$ cat src/rtl/ahb3lite_arbiter.sv
// Round-robin AHB3-lite bus arbiter: tracks burst beats on the shared bus and
// moves a registered one-hot grant only at legal transfer boundaries.
module ahb3lite_arbiter #(
    parameter int NMASTERS = 2,
    parameter int PARK     = 0
) (
    input  logic                        CLK,
    input  logic                        RESET,
    input  logic [NMASTERS-1:0]         REQ,
    input  logic [1:0]                  HTRANS,
    input  logic [2:0]                  HBURST,
    input  logic                        HMASTLOCK,
    input  logic                        HREADY,
    output logic [NMASTERS-1:0]         GNT,
    output logic [$clog2(NMASTERS)-1:0] HMASTER,
    output logic [$clog2(NMASTERS)-1:0] HMASTER_D
);

    localparam int MW = $clog2(NMASTERS);

    localparam logic [1:0] TR_IDLE   = 2'b00;
    localparam logic [1:0] TR_BUSY   = 2'b01;
    localparam logic [1:0] TR_NONSEQ = 2'b10;
    localparam logic [1:0] TR_SEQ    = 2'b11;

    localparam logic [2:0] BU_SINGLE = 3'd0;
    localparam logic [2:0] BU_INCR   = 3'd1;
    localparam logic [2:0] BU_WRAP4  = 3'd2;
    localparam logic [2:0] BU_INCR4  = 3'd3;
    localparam logic [2:0] BU_WRAP8  = 3'd4;
    localparam logic [2:0] BU_INCR8  = 3'd5;
    localparam logic [2:0] BU_WRAP16 = 3'd6;
    localparam logic [2:0] BU_INCR16 = 3'd7;

    localparam logic [NMASTERS-1:0] GNT_RST   = NMASTERS'(1) << PARK;
    localparam logic [MW-1:0]       OWNER_RST = MW'(PARK);

    logic [NMASTERS-1:0] gnt_q, gnt_d;
    logic [MW-1:0]       owner_q, owner_d;
    logic [MW-1:0]       data_owner_q, data_owner_d;
    logic [3:0]          cnt_q, cnt_d;

    logic [3:0]          cnt_upd;
    logic                bnd;
    logic                win_found;
    logic [MW-1:0]       win_idx;
    int                  cand;

    // Beats still to come in the current fixed-length burst after this one.
    always_comb begin
        cnt_upd = cnt_q;
        case (HTRANS)
            TR_IDLE:   cnt_upd = 4'd0;
            TR_BUSY:   cnt_upd = cnt_q;
            TR_NONSEQ: begin
                case (HBURST)
                    BU_WRAP4,  BU_INCR4:  cnt_upd = 4'd3;
                    BU_WRAP8,  BU_INCR8:  cnt_upd = 4'd7;
                    BU_WRAP16, BU_INCR16: cnt_upd = 4'd15;
                    default:              cnt_upd = 4'd0;
                endcase
            end
            TR_SEQ:    cnt_upd = (cnt_q != 4'd0) ? cnt_q - 4'd1 : 4'd0;
            default:   cnt_upd = cnt_q;
        endcase
    end

    // Undefined-length INCR bursts may be cut at any beat; fixed bursts only at their last beat.
    always_comb begin
        bnd = 1'b0;
        if (HREADY && !HMASTLOCK) begin
            if (HTRANS == TR_IDLE)
                bnd = 1'b1;
            else if (HTRANS == TR_NONSEQ && HBURST == BU_SINGLE)
                bnd = 1'b1;
            else if (HTRANS == TR_SEQ && cnt_q == 4'd1)
                bnd = 1'b1;
            else if ((HTRANS == TR_NONSEQ || HTRANS == TR_SEQ) && HBURST == BU_INCR)
                bnd = 1'b1;
        end
    end

    // Search starts just past the current owner so the owner is considered last.
    always_comb begin
        win_found = 1'b0;
        win_idx   = owner_q;
        cand      = 0;
        for (int s = 1; s <= NMASTERS; s++) begin
            cand = int'(owner_q) + s;
            if (cand >= NMASTERS)
                cand = cand - NMASTERS;
            if (!win_found && REQ[MW'(cand)]) begin
                win_found = 1'b1;
                win_idx   = MW'(cand);
            end
        end
    end

    always_comb begin
        owner_d      = owner_q;
        data_owner_d = data_owner_q;
        cnt_d        = cnt_q;
        gnt_d        = '0;
        if (bnd && win_found)
            owner_d = win_idx;
        if (HREADY) begin
            data_owner_d = owner_q;
            cnt_d        = cnt_upd;
        end
        if (owner_d != owner_q)
            cnt_d = 4'd0;
        gnt_d[owner_d] = 1'b1;
    end

    always_ff @(posedge CLK) begin
        if (RESET) begin
            gnt_q        <= GNT_RST;
            owner_q      <= OWNER_RST;
            data_owner_q <= OWNER_RST;
            cnt_q        <= 4'd0;
        end else begin
            gnt_q        <= gnt_d;
            owner_q      <= owner_d;
            data_owner_q <= data_owner_d;
            cnt_q        <= cnt_d;
        end
    end

    assign GNT       = gnt_q;
    assign HMASTER   = owner_q;
    assign HMASTER_D = data_owner_q;

endmodule

$ cat config.mk
export PLATFORM = sky130hd
export DESIGN_NAME = ahb3lite_arbiter
export DESIGN_NICKNAME = d
export VERILOG_FILES = /design/src/rtl/ahb3lite_arbiter.sv
export SDC_FILE = /design/constraint.sdc
export NUM_CORES = 1
export LEC_CHECK = 0
export BUFFER_PORTS_ARGS = -buffer_cell sky130_fd_sc_hd__buf_2
export CAP_MARGIN = 10
export CORE_MARGIN = 4
export CORE_UTILIZATION = 29
export CTS_CLUSTER_SIZE = 8
export DETAILED_ROUTE_END_ITERATION = 8
export PLACE_DENSITY = 0.61
export SLEW_MARGIN = 20
export SYNTH_ARGS = -nofsm -noshare
export SYNTH_HDL_FRONTEND = slang
export SYNTH_SLANG_ARGS = --single-unit
$ cat constraint.sdc
create_clock -name CLK -period 1.4 [get_ports CLK]
set_input_delay 0.28 -clock CLK [delete_from_list [all_inputs] [get_ports CLK]]
set_output_delay 0.28 -clock CLK [all_outputs]
set_load 0.05 [all_outputs]
---- Word-level counts from Yosys, hierarchy flattened ----
Cells that the tools add are included.
cells by class
  add/subtract/negate cells ............... 5
  order comparisons ....................... 6
  equal/unequal tests ..................... 12
  multiplexer cells ....................... 21
  bitwise logic cells ..................... 1
  reductions and logical operators ........ 18
operators by type and width
  kind                   number
  $pmux W4 S3            2
  $mux W1                17
  $eq A3 B3 Y1 const B   4
  $reduce_or A2 Y1       4
  $logic_and A1 B1 Y1    7
  $eq A3 B2 Y1 const B   2
  $lt A1 B3 Y1 const B   2
  $eq A2 B2 Y1 const B   2
  $eq A4 B1 Y1 const B   1
  $mux W4                1
  $reduce_bool A4 Y1     1
  $sub A4 B1 Y4 const B  1
  $add A1 B2 Y3 const B  1
  $eq A3 B1 Y1 const B   1
  $ge A3 B2 Y1 const B   1
  $logic_not A3 Y1       1
  $add A1 B1 Y2 const B  1
  $eq A2 B1 Y1 const B   1
  $ge A2 B2 Y1 const B   1
  $logic_not A1 Y1       2
  $logic_not A2 Y1       1
  $lt A1 B2 Y1 const B   1
  $reduce_and A2 Y1      1
  $sub A1 B1 Y1 const B  2
  other kinds (5)        5
storage, ports and cells
  bits in registers ....................... 8
  input bits .............................. 11

---- Logic depth before layout (Yosys ltp) ----
  depth in word-level cells ............... 16
  gate-level depth with buffers ........... 5
  gate-level depth less buffers ........... 4

---- Worst setup path before layout ----
Ideal clock, no wire load.
  kind .................................... reg2reg
  start point ............................. register cnt_q[3]
  end point ............................... register gnt_q[1], in the netlist GNT[1]
  library setup time ...................... 0.121 ns
  arrival ................................. 1.235 ns
  required time ........................... 1.279 ns
  setup slack ............................. 0.044 ns
  stages on the path, launching flop included .. 5
  buffers on the path ..................... 0
  clock period less this slack ............ 1.356 ns
  path through ............................ dfxtp_1 -> nor3_2 -> a22oi_4 -> nor3_2 -> mux2_4
on the way
  word-level cells in the longest chain between the ends .. 12
  elaborated cells on any way between the ends .. 13
  classes of those cells .................. order compare (2); eq/ne (1); mux (7); reduce/logical (3)
RTL lines
  item                                                                       line  text
  start, declared                                                            41    logic [3:0] cnt_q, cnt_d;
  start signal, assigned                                                     125   cnt_q <= cnt_d;
  $eq A4 B1 Y1 *                                                             76    else if (HTRANS == TR_SEQ && cnt_q == 4'd1)
  $logic_and A1 B1 Y1 *                                                      76
  $mux W1 *                                                                  76
  $mux W1 *                                                                  74    else if (HTRANS == TR_NONSEQ && HBURST == BU_SINGLE)
  $mux W1 *                                                                  72    if (HTRANS == TR_IDLE)
  $mux W1 *                                                                  71    if (HREADY && !HMASTLOCK) begin
  $logic_and A1 B1 Y1 *                                                      104   if (bnd && win_found)
  $mux W1 *                                                                  104
  $lt A1 B2 Y1 (not written as such) / $ge A1 B1 Y1 (equally long branches)  112   gnt_d[owner_d] = 1'b1;
  $logic_and A1 B1 Y1 (not written as such)                                  112
  $mux W1 (not written as such)                                              112
  $demux W1 S1 *                                                             112
  end signal, assigned                                                       122   gnt_q <= gnt_d;
  end, declared                                                              38    logic [NMASTERS-1:0] gnt_q, gnt_d;
Mark *: on every way between the ends. The rest lies on a longest branch, timed or not.
A chain may end at the register's enable or synchronous reset.

---- Worst setup path after layout ----
  start point ............................. register cnt_q[2]
  end point ............................... register gnt_q[1], in the netlist GNT[1]
Same word-level chain as after synthesis.

==> results.cfg <==
[outcome]
status = finished clean

[grt]
track_usage = 0.106
grt_pass1_vias = 420
antenna_found_initial = 0
overflow = 0
grt_max_degree = 10
grt_pass1_wl_um = 1680

[detailed_routing]
dr.max_layer_used = met3
vias = 434
wl_met1_um = 460
vias_per_cell = 4.99
drc = 0
met3WireLength_um = 95
dr.pass1.iters = 4
ant_nets = 0
met2_wirelength_um = 434
dr.first_iter.drc_count = 4
drt-total-wl_um = 991
routedWlPerCell_um = 11.4

[setup_path]
reg2reg_depth = 4
path_cells = nor3_4 -> a22oi_4 -> nor3_4 -> mux2_4
cp.required_ns = 1.54
rr_startpoint = cnt_q[2]
crit_end = GNT[1]
slowest_delay_ns = 0.33
startpoint_type = flop
crit_type = reg -> reg
cp_common_cell = nor3_4
cp_max_fo = 2
crit_slowest_cell = dfxtp_1
critPathLaunch = cnt_q[2]
rrSetupSlack_ns = 0.07
rr_endpoint = GNT[1]
cp-end-kind = flop
cp.arrival_ns = 1.47

[layout]
num_antenna_cells = 0
nets = 84
multi_input_area_um2 = 294
register_area_um2 = 140
area_delta_synth_final_pct = 41.9
fillers = 144
drive_gt1_frac = 0.472
instances_no_fill = 87
fin_area_um2 = 627

[logic_synthesis]
synth_area_leaders = dfxtp_1 (32%), nor2_1 (5.1%), a22oi_4 (4.8%)
synth_edf_count = 0
synthCells = 48
synth_ff_type = dfxtp_1
synth-compound-area-share = 0.323
yosysTopAreaCell = dfxtp_1
syn-num-nets = 59
synth_top_family_by_area = compound AO/OA/AOI/OAI gates
synthAdderAreaFrac = 0
yosysSeqAreaShare = 0.317
async_flop_share = 0
yosys.area_share.simple = 0.221
synth_xor_area_frac = 0
netlist_area_um2 = 442
synth-seq-cells = 7
synth_top_cell_area_share = 0.317
synthMuxAreaShare = 0.0793
synth.distinct_cells = 28
synth_warnings = 0
avgSynthCellArea_um2 = 9.20

[clock_network]
htreeDepth = 1
numCtsBuffers = 3
cts.clk_slew.worst_paths_ns = 0.05
cts_hold_buf = 0
cts.path.max_buffers = 2
cts.sink_count = 7
clock-root-buffer = clkbuf_4
insertion_delay_ns = 0.25
cts_tree = yes

[sta]
final-max-slew-violation-count = 0
fmax_mhz = 752
skew_ns = 0.00505
timing.slew.headroom = 0.832
rsz0062_at_grt = no
finalCritPeriodShare = 0.949
period_needed_ns = 1.33
hold_viol = 0
worstMarginPinSlew_ns = 0.250
holdWs_ns = 0.230
setup_tns_ns = 0
setup_viol = 0

[place]
numPortBuffers = 13
post-dp-hpwl_um = 809
gp_congestion = 0.761
post_dp_cell_area_um2 = 574
dp.cells = 82

[worst_hold_path]
min_from = RESET
hold_class = in -> reg

[floorplan]
die-width_um = 47.0
ios = 15
start_util = 0.323
die_y_um = 47.0
core.rowCount = 13
dieArea_um2 = 2210
core-area_um2 = 1370

[flow_run]
maxCapViolations = 0

[power]
power.total_uw = 515
power.density_nw_per_um2 = 821
leakagePower_uw = 0.000283
vdd_drop_max_uv = 503
==> synthesized netlist by cell type, types with 2 or more instances <==
cell type,n
o31ai_1,2
inv_1,2
nor3_2,2
a32oi_1,2
o21ai_0,3
mux2i_1,2
nand2_1,2
buf_4,2
dfxtp_1,7
nor2_1,6
==> worst max-delay path: cells and delay by family (launching register included) <==
family	cells	cell delay (ns)
AOI/OAI and AO/OA	1	0.12
DFF	1	0.33
muxes	1	0.31
and+or+nand+nor	2	0.46
==> cell usage in the layout (no fill, tap or decap) <==
| master | count |
|---|---|
| nor3b_1 | 1 |
| o21ai_0 | 3 |
| o31ai_2 | 1 |
| o31ai_1 | 2 |
| nand2_1 | 2 |
| nor4b_2 | 1 |
| nor2b_1 | 1 |
| nand4_1 | 1 |
| buf_2 | 13 |
| a22oi_4 | 1 |
| a21bo_2 | 1 |
| a31o_1 | 1 |
| nor3_4 | 2 |
| inv_1 | 2 |
| nor2_1 | 6 |
| a21boi_0 | 1 |
| and2b_1 | 1 |
| a21oi_1 | 1 |
| o21ai_1 | 1 |
| o311a_1 | 1 |
| a22oi_1 | 1 |
| buf_4 | 10 |
| a32oi_1 | 2 |
| clkbuf_1 | 1 |
| mux2i_1 | 2 |
| and3_4 | 1 |
| clkbuf_4 | 3 |
| dfxtp_1 | 7 |
| mux2_4 | 1 |
| o21bai_1 | 1 |
==> final cells by class <==
cell class,instances,area share
clock buffer,4,0.0419
inverter,2,0.0120
multi-input combinational,36,0.469
sequential,7,0.224
tap,15,0.0299
timing repair buffer,23,0.224
==> worst min path at each step <==
stage	endpoint	slack, ns	cells after the start
2_1_floorplan	HMASTER_D	0.35	1
3_3_place_gp	HMASTER_D	0.48	2
3_5_place_dp	HMASTER_D	0.48	2
4_1_cts	HMASTER_D	0.23	2
5_1_grt	HMASTER_D	0.25	2
6_report	HMASTER_D	0.23	2
==> state kept, by name, summed over array words and instances, names as in the netlist <==
| register | flops |
|---|---|
| cnt_q | 4 |
| GNT | 2 |
| HMASTER_D | 1 |
==> power by group <==
part           total [µW]  switching, µW  leakage (µW)  internal, µW
Combinational         124           65.6      0.000212          58.1
Clock                 180           71.9     0.0000150           109
Sequential            211           4.79     0.0000568           206
==> repair_timing <==
action,CTS,global route
pin swaps,0,1
buffers inserted,0,1
gates resized for setup,1,2
setup endpoints to repair,1,2
==> logic make-up after synthesis <==
logic type / after synthesis
compound gates: 17
simple gates: 16
flops: 7
buf+inv: 5
mux: 3
==> metrics by stage <==
stage | utilization | setup WS [ns]
after floorplan | - | 0.0442
after global placement | 0.420 | -0.00951
after detailed placement | 0.420 | -0.0405
after CTS | 0.444 | 0.0258
after global routing | 0.459 | 0.00563
final | 0.459 | 0.0709
==> per-layer routing <==
metal,vias to the layer above,global-route usage
met3,0,0.0115
met4,0,0.0497
met2,21,0.171
met1,183,0.141
li1,230,-
met5,-,0
Note: power is estimated with default switching activity, not from simulation.
